### src/rtl/nes_clock_sequencer.sv
// Master-clock sequencer: PLL lock filter, timed core reset, phase-aligned PPU/CPU enables, pause/ack handshake.
// Define PAL_TIMING_EN for the 80-phase PAL timing (7-bit phase port); default is 12-phase NTSC.
module nes_clock_sequencer #(
  parameter int unsigned LOCK_FILTER = 16,
  parameter int unsigned RESET_HOLD  = 1024,
  parameter int unsigned CNT_W       = 16
) (
  input  logic             clock21,
  input  logic             reset,
  input  logic             clock_locked,
  input  logic             pause_req,
  output logic             pause_ack,
  output logic             sys_reset,
  output logic             ppu_ce,
  output logic             cpu_ce,
`ifdef PAL_TIMING_EN
  output logic [6:0]       phase,
`else
  output logic [3:0]       phase,
`endif
  output logic [CNT_W-1:0] cpu_cycle_count
);

`ifdef PAL_TIMING_EN
  localparam int unsigned PHASE_W = 7;
  localparam int unsigned PERIOD  = 80;
`else
  localparam int unsigned PHASE_W = 4;
  localparam int unsigned PERIOD  = 12;
`endif
  localparam int unsigned LOCK_W = $clog2(LOCK_FILTER + 1);
  localparam int unsigned HOLD_W = $clog2(RESET_HOLD + 1);

  localparam logic [PHASE_W-1:0] PHASE_LAST = PHASE_W'(PERIOD - 1);
  localparam logic [LOCK_W-1:0]  LOCK_LAST  = LOCK_W'(LOCK_FILTER - 1);
  localparam logic [HOLD_W-1:0]  HOLD_LAST  = HOLD_W'(RESET_HOLD - 1);

  typedef enum logic [1:0] {
    WAIT_LOCK = 2'd0,
    HOLD      = 2'd1,
    RUN       = 2'd2,
    PAUSED    = 2'd3
  } state_t;

  state_t             state_q, state_d;
  logic [PHASE_W-1:0] phase_q, phase_d;
  logic [LOCK_W-1:0]  lock_cnt_q, lock_cnt_d;
  logic [HOLD_W-1:0]  hold_cnt_q, hold_cnt_d;
  logic [CNT_W-1:0]   count_q, count_d;

  logic               ppu_hit;
  logic               cpu_hit;
  logic               enables_on;
  logic [PHASE_W-1:0] phase_next;

`ifdef PAL_TIMING_EN
  assign ppu_hit = (phase_q % 7'd5) == 7'd0;
  assign cpu_hit = phase_q[3:0] == 4'd0;
`else
  assign ppu_hit = phase_q[1:0] == 2'b00;
  assign cpu_hit = phase_q == 4'd0;
`endif

  // Outputs are pure decodes of registered state; no input reaches an output combinationally.
  assign enables_on      = (state_q == HOLD) || (state_q == RUN);
  assign ppu_ce          = enables_on && ppu_hit;
  assign cpu_ce          = enables_on && cpu_hit;
  assign sys_reset       = (state_q == WAIT_LOCK) || (state_q == HOLD);
  assign pause_ack       = (state_q == PAUSED);
  assign phase           = phase_q;
  assign cpu_cycle_count = count_q;

  assign phase_next = (phase_q == PHASE_LAST) ? '0 : phase_q + 1'b1;

  always_comb begin
    state_d    = state_q;
    phase_d    = phase_q;
    lock_cnt_d = lock_cnt_q;
    hold_cnt_d = hold_cnt_q;
    count_d    = count_q;

    case (state_q)
      WAIT_LOCK: begin
        phase_d = '0;
        if (clock_locked) begin
          if (lock_cnt_q == LOCK_LAST) begin
            state_d    = HOLD;
            lock_cnt_d = '0;
            hold_cnt_d = '0;
          end else begin
            lock_cnt_d = lock_cnt_q + 1'b1;
          end
        end else begin
          lock_cnt_d = '0;
        end
      end
      HOLD: begin
        phase_d = phase_next;
        if (hold_cnt_q != HOLD_LAST) hold_cnt_d = hold_cnt_q + 1'b1;
        if ((hold_cnt_q == HOLD_LAST) && (phase_q == PHASE_LAST)) state_d = RUN;
      end
      RUN: begin
        phase_d = phase_next;
        if (cpu_hit) count_d = count_q + 1'b1;
        if (pause_req && (phase_q == PHASE_LAST)) state_d = PAUSED;
      end
      PAUSED: begin
        phase_d = '0;
        if (!pause_req) state_d = RUN;
      end
      default: state_d = WAIT_LOCK;
    endcase

    // Lock loss overrides every transition above and restores the power-up values.
    if ((state_q != WAIT_LOCK) && !clock_locked) begin
      state_d    = WAIT_LOCK;
      phase_d    = '0;
      lock_cnt_d = '0;
      hold_cnt_d = '0;
      count_d    = '0;
    end
  end

  always_ff @(posedge clock21) begin
    if (reset) begin
      state_q    <= WAIT_LOCK;
      phase_q    <= '0;
      lock_cnt_q <= '0;
      hold_cnt_q <= '0;
      count_q    <= '0;
    end else begin
      state_q    <= state_d;
      phase_q    <= phase_d;
      lock_cnt_q <= lock_cnt_d;
      hold_cnt_q <= hold_cnt_d;
      count_q    <= count_d;
    end
  end

endmodule

### config.mk
export PLATFORM = sky130hd
export DESIGN_NAME = nes_clock_sequencer
export DESIGN_NICKNAME = d
export VERILOG_FILES = /design/src/rtl/nes_clock_sequencer.sv
export SDC_FILE = /design/constraint.sdc
export NUM_CORES = 1
export LEC_CHECK = 0
export ABC_AREA = 1
export CORE_ASPECT_RATIO = 0.7
export CORE_UTILIZATION = 23
export DETAILED_ROUTE_END_ITERATION = 10
export PLACE_DENSITY = 0.45
export SYNTH_ARGS = -nofsm -noshare
export SYNTH_HDL_FRONTEND = slang
export SYNTH_SLANG_ARGS = --single-unit
### constraint.sdc
create_clock -name clock21 -period 1.9 [get_ports clock21]
set_input_delay 0.57 -clock clock21 [delete_from_list [all_inputs] [get_ports clock21]]
set_output_delay 0.57 -clock clock21 [all_outputs]
set_load 0.1 [all_outputs]
==> results of run 1 <==
repair_timing:
action | in CTS | in global routing
setup endpoints to repair | 3 | 4
pin swaps | 3 | 3
setup buffers | 5 | 1
gates resized for setup | 7 | 6
logic make-up after synthesis:
kind of cell	count (synthesis)	synth area share, %
flops	38	34.4
compound gates	39	10.6
fa+ha+maj	10	5.66
xor+xnor	10	3.96
buf+inv	50	9.16
simple gates	178	36.2
layout by cell type, fill, tap and decap left out, types with 5 or more instances in the layout:
master | synthesis | layout
xor2_1 | 7 | 7
a21oi_1 | 19 | 19
inv_1 | 45 | 39
a21oi_2 | 9 | 9
nand4_1 | 6 | 6
nor2_1 | 47 | 45
clkbuf_16 | 0 | 6
o21ai_0 | 8 | 8
buf_4 | 1 | 21
ha_1 | 10 | 6
dfxtp_1 | 38 | 26
nand3_1 | 22 | 22
buf_12 | 0 | 24
nor2_4 | 3 | 5
nor3_1 | 6 | 6
nand2_1 | 84 | 83
dfxtp_2 | 0 | 10
layer usage:
layer | vias up | global-route usage [%] | routed length [um]
li1 | 1131 | - | -
met1 | 915 | 18.1 | 3040
met2 | 24 | 16.9 | 2150
met3 | 2 | 3.01 | 242
met4 | 0 | 3.45 | 36
met5 | - | 0 | 0
worst max-delay path, stage by stage (launching register included):
cell and delay (ns):
dfxtp_2 0.34, inv_2 0.06, ha_2 0.19, nor2_4 0.14, clkinvlp_4 0.11, buf_12 0.17
sequential cells by signal, summed over array words and instances, names as in the netlist:
signal,count
cpu_cycle_count,16
hold_cnt_q,11
lock_cnt_q,5
phase,4
state_q,2
path summary, 6_finish.rpt:
check             slack (ns)  cells past startpoint                          to
setup reg to reg        0.23                     11  hold_cnt_q[5]$_SDFFE_PP0P_
hold reg to reg         0.47                      2  lock_cnt_q[4]$_SDFFE_PP0N_
setup / recovery        0.04                      5                   sys_reset
hold / removal          0.47                      2  lock_cnt_q[4]$_SDFFE_PP0N_
where the power goes:
| part | switching (mW) | internal [mW] |
|---|---|---|
| clock network | 0.346 | 0.702 |
| registers | 0.00238 | 0.796 |
| logic | 0.0267 | 0.0189 |
cell usage after synthesis, drive strengths merged:
| master | instances |
|---|---|
| a31oi | 1 |
| a211oi | 1 |
| nor3b | 1 |
| xnor2 | 3 |
| a21oi | 28 |
| dfxtp | 38 |
| nand2 | 87 |
| nand4 | 8 |
| or2 | 1 |
| buf | 5 |
| inv | 45 |
| nor3 | 6 |
| ha | 10 |
| o21bai | 1 |
| o21ai | 8 |
| nand3 | 23 |
| nor2 | 52 |
| xor2 | 7 |
final cells by class:
type / count / area, um^2 / area share (%)
clock buffer: 6 / 150 / 4.58
timing repair buffer: 48 / 668 / 20.4
sequential: 38 / 781 / 23.8
inverter: 45 / 179 / 5.46
tap: 124 / 155 / 4.74
clock inverter: 2 / 38.8 / 1.18
multi-input combinational: 237 / 1300 / 39.8
stage by stage:
stage	utilization [%]	setup TNS, ns
after floorplan	-	-0.0794
after global placement	32.7	-0.449
after detailed placement	32.7	-0.628
after CTS	35.5	0
after global routing	35.7	-0.0306
final	35.7	0
==> impl_metrics.env, run 1 <==
export IMPL_hold_violations=0
export IMPL_route_detailed_drc=0
export IMPL_grt_antenna_before_repair=0
export IMPL_synthDistinctLibCells=26
export IMPL_grt_max_degree=16
export IMPL_holdBufCountCts=0
export IMPL_htree_levels=2
export IMPL_critPathKind="register to output port"
export IMPL_clock_sinks=38
export IMPL_synth_top_area_cell="dfxtp_1"
export IMPL_worstMarginPinSlew_ns=0.409
export IMPL_first_iter_violations=118
export IMPL_synth_nets=339
export IMPL_skew_ns=0.00482
export IMPL_die_w_um=119
export IMPL_worst_slack_ns=0.0407
export IMPL_core_rowCount=29
export IMPL_syn_instance_count=325
export IMPL_fp_dieH_um=84.1
export IMPL_synth_top_area_share_pct=34.4
export IMPL_max_vdd_ir_drop_v=0.000326
export IMPL_finalNetCount=389
export IMPL_crit_arrival_ns=1.29
export IMPL_gr_total_overflow=0
export IMPL_ys_ff_latch=38
export IMPL_die_area_um2=10000
export IMPL_slew_violations=0
export IMPL_cp_max_fo=3
export IMPL_crit_start="state_q[1]$_SDFFE_PP0P_"
export IMPL_drt_wl_total_um=5470
export IMPL_fmax_ghz=0.538
export IMPL_power_mw=1.89
export IMPL_drive_above_1_share_pct=26.3
export IMPL_period_share_pct=97.9
export IMPL_hold_start="lock_cnt_q[4]$_SDFFE_PP0N_"
export IMPL_insertion_delay_ns=0.28
export IMPL_status="finished clean"
export IMPL_power_density_nw_per_um2=578
export IMPL_gp_congestion=0.769
export IMPL_dp_cells=486
export IMPL_num_vias=2072
export IMPL_hold_class="register to register"
export IMPL_finalInstanceArea_um2=3280
export IMPL_rsz0062_at_grt="yes"
export IMPL_numCtsBuffers=5
export IMPL_fin_worst_hold_slack_ns=0.469
export IMPL_instances_no_fill=500
export IMPL_wire_per_inst_um=10.9
export IMPL_post_route_min_period_ns=1.86
export IMPL_cts_root_buf="clkbuf_16"
export IMPL_critPathCaptureType="output port"
export IMPL_place_ws_ns=-0.100
export IMPL_synthTopCellsByArea="dfxtp_1 (34%), nand2_1 (14%), nor2_1 (8.0%)"
export IMPL_start_util_pct=24.1
export IMPL_ys_warn_count=0
export IMPL_clockBufferDepth=2
export IMPL_slew_headroom_pct=72.4
export IMPL_pin_count=28
export IMPL_grt_pass1_wl_um=9690
export IMPL_max_cap_viol_count=0
export IMPL_cp_start_kind="register"
export IMPL_r2r_start="lock_cnt_q[1]$_SDFFE_PP0N_"
export IMPL_cts_tree="done"
export IMPL_setup_viol=0
export IMPL_dp_final_hpwl_um=4120
export IMPL_grt_pass1_vias=1951
export IMPL_crit_required_ns=1.33
export IMPL_drt_pass1_iterations=4
export IMPL_syn_avg_cell_area_um2=6.81
export IMPL_synth_seq_area_share_pct=34.4
export IMPL_placed_cell_area_um2=3000
export IMPL_io_buffers=27
export IMPL_synth_cell_area_um2=2210
export IMPL_core_area_um2=9180
export IMPL_clk_pin_slew_worst_paths_ns=0.06
export IMPL_ant_nets=0
export IMPL_track_usage_pct=12.1
export IMPL_diodes=0
export IMPL_syn2layout_area_growth_pct=48.1
export IMPL_fillers=951
export IMPL_vias_per_cell=4.14
export IMPL_total_leakage_power_nw=1.21
Power figures use the tool's default switching activity.
==> inputs of run 2 (changes only) <==
==> constraint.sdc (replaced) <==
create_clock -name clock21 -period 1.9 [get_ports clock21]
set_input_delay 0.57 -clock clock21 [delete_from_list [all_inputs] [get_ports clock21]]
set_output_delay 0.57 -clock clock21 [all_outputs]
set_load 0.01 [all_outputs]
==> impl_metrics.env, run 2 (synthesized netlist as in run 1, its figures left out) <==
export IMPL_status="finished clean"
export IMPL_multi_input_area_um2=1250
export IMPL_max_vdd_ir_drop_v=0.000416
export IMPL_fmax_ghz=0.547
export IMPL_critPathCaptureType="output port"
export IMPL_fp_dieH_um=84.1
export IMPL_regArea_um2=763
export IMPL_hold_violations=0
export IMPL_core_rowCount=29
export IMPL_critPathKind="register to output port"
export IMPL_clock_sinks=38
export IMPL_gr_total_overflow=0
export IMPL_r2r_start="state_q[0]$_SDFFE_PP0P_"
export IMPL_htree_levels=2
export IMPL_drive_above_1_share_pct=17.6
export IMPL_placed_cell_area_um2=2830
export IMPL_slew_headroom_pct=67.7
export IMPL_ant_nets=0
export IMPL_numCtsBuffers=5
export IMPL_vias_per_cell=4.14
export IMPL_grt_pass1_wl_um=9320
export IMPL_worstHoldPathCells=2
export IMPL_insertion_delay_ns=0.28
export IMPL_timing_rr_end="cpu_cycle_count[10]$_SDFFE_PP0P_"
export IMPL_diodes=0
export IMPL_finalInstanceArea_um2=2980
export IMPL_drt_wl_total_um=5390
export IMPL_grt_pass1_vias=1934
export IMPL_power_mw=1.70
export IMPL_power_density_nw_per_um2=570
export IMPL_syn2layout_area_growth_pct=34.8
export IMPL_post_route_min_period_ns=1.83
export IMPL_cp_max_fo=5
export IMPL_pin_count=28
export IMPL_clk_pin_slew_worst_paths_ns=0.06
export IMPL_rsz0062_at_grt="no"
export IMPL_clockBufferDepth=2
export IMPL_die_area_um2=10000
export IMPL_worst_path_dominant_cell_family="buffers and inverters"
export IMPL_cts_root_buf="clkbuf_16"
export IMPL_fillers=989
export IMPL_fin_util_pct=32.5
export IMPL_largest_reg_flops=16
export IMPL_io_buffers=27
export IMPL_setup_viol=0
export IMPL_worstMarginPinSlew_ns=0.480
export IMPL_hold_start="lock_cnt_q[4]$_SDFFE_PP0N_"
export IMPL_gp_congestion=0.742
export IMPL_fin_worst_hold_slack_ns=0.468
export IMPL_cp_start_kind="register"
export IMPL_crit_arrival_ns=1.26
export IMPL_hold_end="lock_cnt_q[4]$_SDFFE_PP0N_"
export IMPL_final_common_cell="nand2_1"
export IMPL_track_usage_pct=11.6
export IMPL_crit_path_max_incr_delay_ns=0.57
export IMPL_cts_tree="done"
export IMPL_instances_no_fill=510
export IMPL_cp_slowest_cell="clkdlybuf4s50_1"
export IMPL_max_cap_viol_count=0
export IMPL_wire_per_inst_um=10.6
export IMPL_total_leakage_power_nw=1.14
export IMPL_finalNetCount=399
export IMPL_crit_buf_inv=1
export IMPL_start_util_pct=24.1
export IMPL_crit_required_ns=1.33
export IMPL_drt_pass1_iterations=4
export IMPL_slew_violations=0
export IMPL_num_vias=2111
export IMPL_holdBufCountCts=0
export IMPL_place_ws_ns=-0.0935
export IMPL_core_area_um2=9180
export IMPL_die_w_um=119
export IMPL_dp_final_hpwl_um=4230
export IMPL_mostFrequentLayoutCells="nand2_1 (84), nor2_1 (46), inv_1 (44)"
export IMPL_setup_tns_final_ns=0
export IMPL_first_iter_violations=174
export IMPL_period_share_pct=96.2
export IMPL_ff2ff_setup_slack_ns=0.23
export IMPL_grt_max_degree=13
export IMPL_skew_ns=0.00743
export IMPL_crit_chain="clkdlybuf4s50_1"
export IMPL_grt_antenna_before_repair=0
export IMPL_reg2regPathDepth=10
export IMPL_route_detailed_drc=0
export IMPL_dp_cells=501
export IMPL_worst_slack_ns=0.0718
export IMPL_hold_class="register to register"
==> run 2: final cells by class <==
cell class	instances	area share (%)
multi-input cells	237	42.0
flip-flops and latches	38	25.6
repair buffers	58	16.4
inverters	45	5.67
well taps	124	5.20
clock buffers	6	4.66
clock inverters	2	0.420
==> run 2: repair_timing <==
action                                  CTS  global route
resized for setup                        10             6
setup buffers                             0             1
pin swaps                                 0             1
endpoints found under the setup margin    4             5
==> run 2: power by group <==
part	switching [mW]	internal, mW	total, mW
Sequential	0.00216	0.799	0.802
Clock	0.330	0.520	0.850
Combinational	0.0275	0.0201	0.0477
Total	0.360	1.34	1.70
==> run 2: routing by layer <==
metal,vias to the layer above,part of all wire (%),global-route usage [%]
li1,1149,-,-
met5,-,0,0
met3,2,5.4,2.94
met1,915,57,17.8
met4,0,0.56,2.76
met2,45,37,15.8
==> run 2: how the worst max path moves through the flow <==
stage | from | end | slack (ns) | depth (start not counted)
2_1_floorplan | state_q[0]$_SDFFE_PP0P_ | sys_reset | 0.25 | 5
3_3_place_gp | clock_locked | hold_cnt_q[7]$_SDFFE_PP0P_ | -0.08 | 9
3_5_place_dp | clock_locked | hold_cnt_q[3]$_SDFFE_PP0P_ | -0.09 | 9
4_1_cts | state_q[0]$_SDFFE_PP0P_ | cpu_ce | -0.03 | 5
5_1_grt | state_q[0]$_SDFFE_PP0P_ | cpu_ce | 0.01 | 5
6_report | cpu_cycle_count[2]$_SDFFE_PP0P_ | cpu_cycle_count[2] | 0.07 | 1
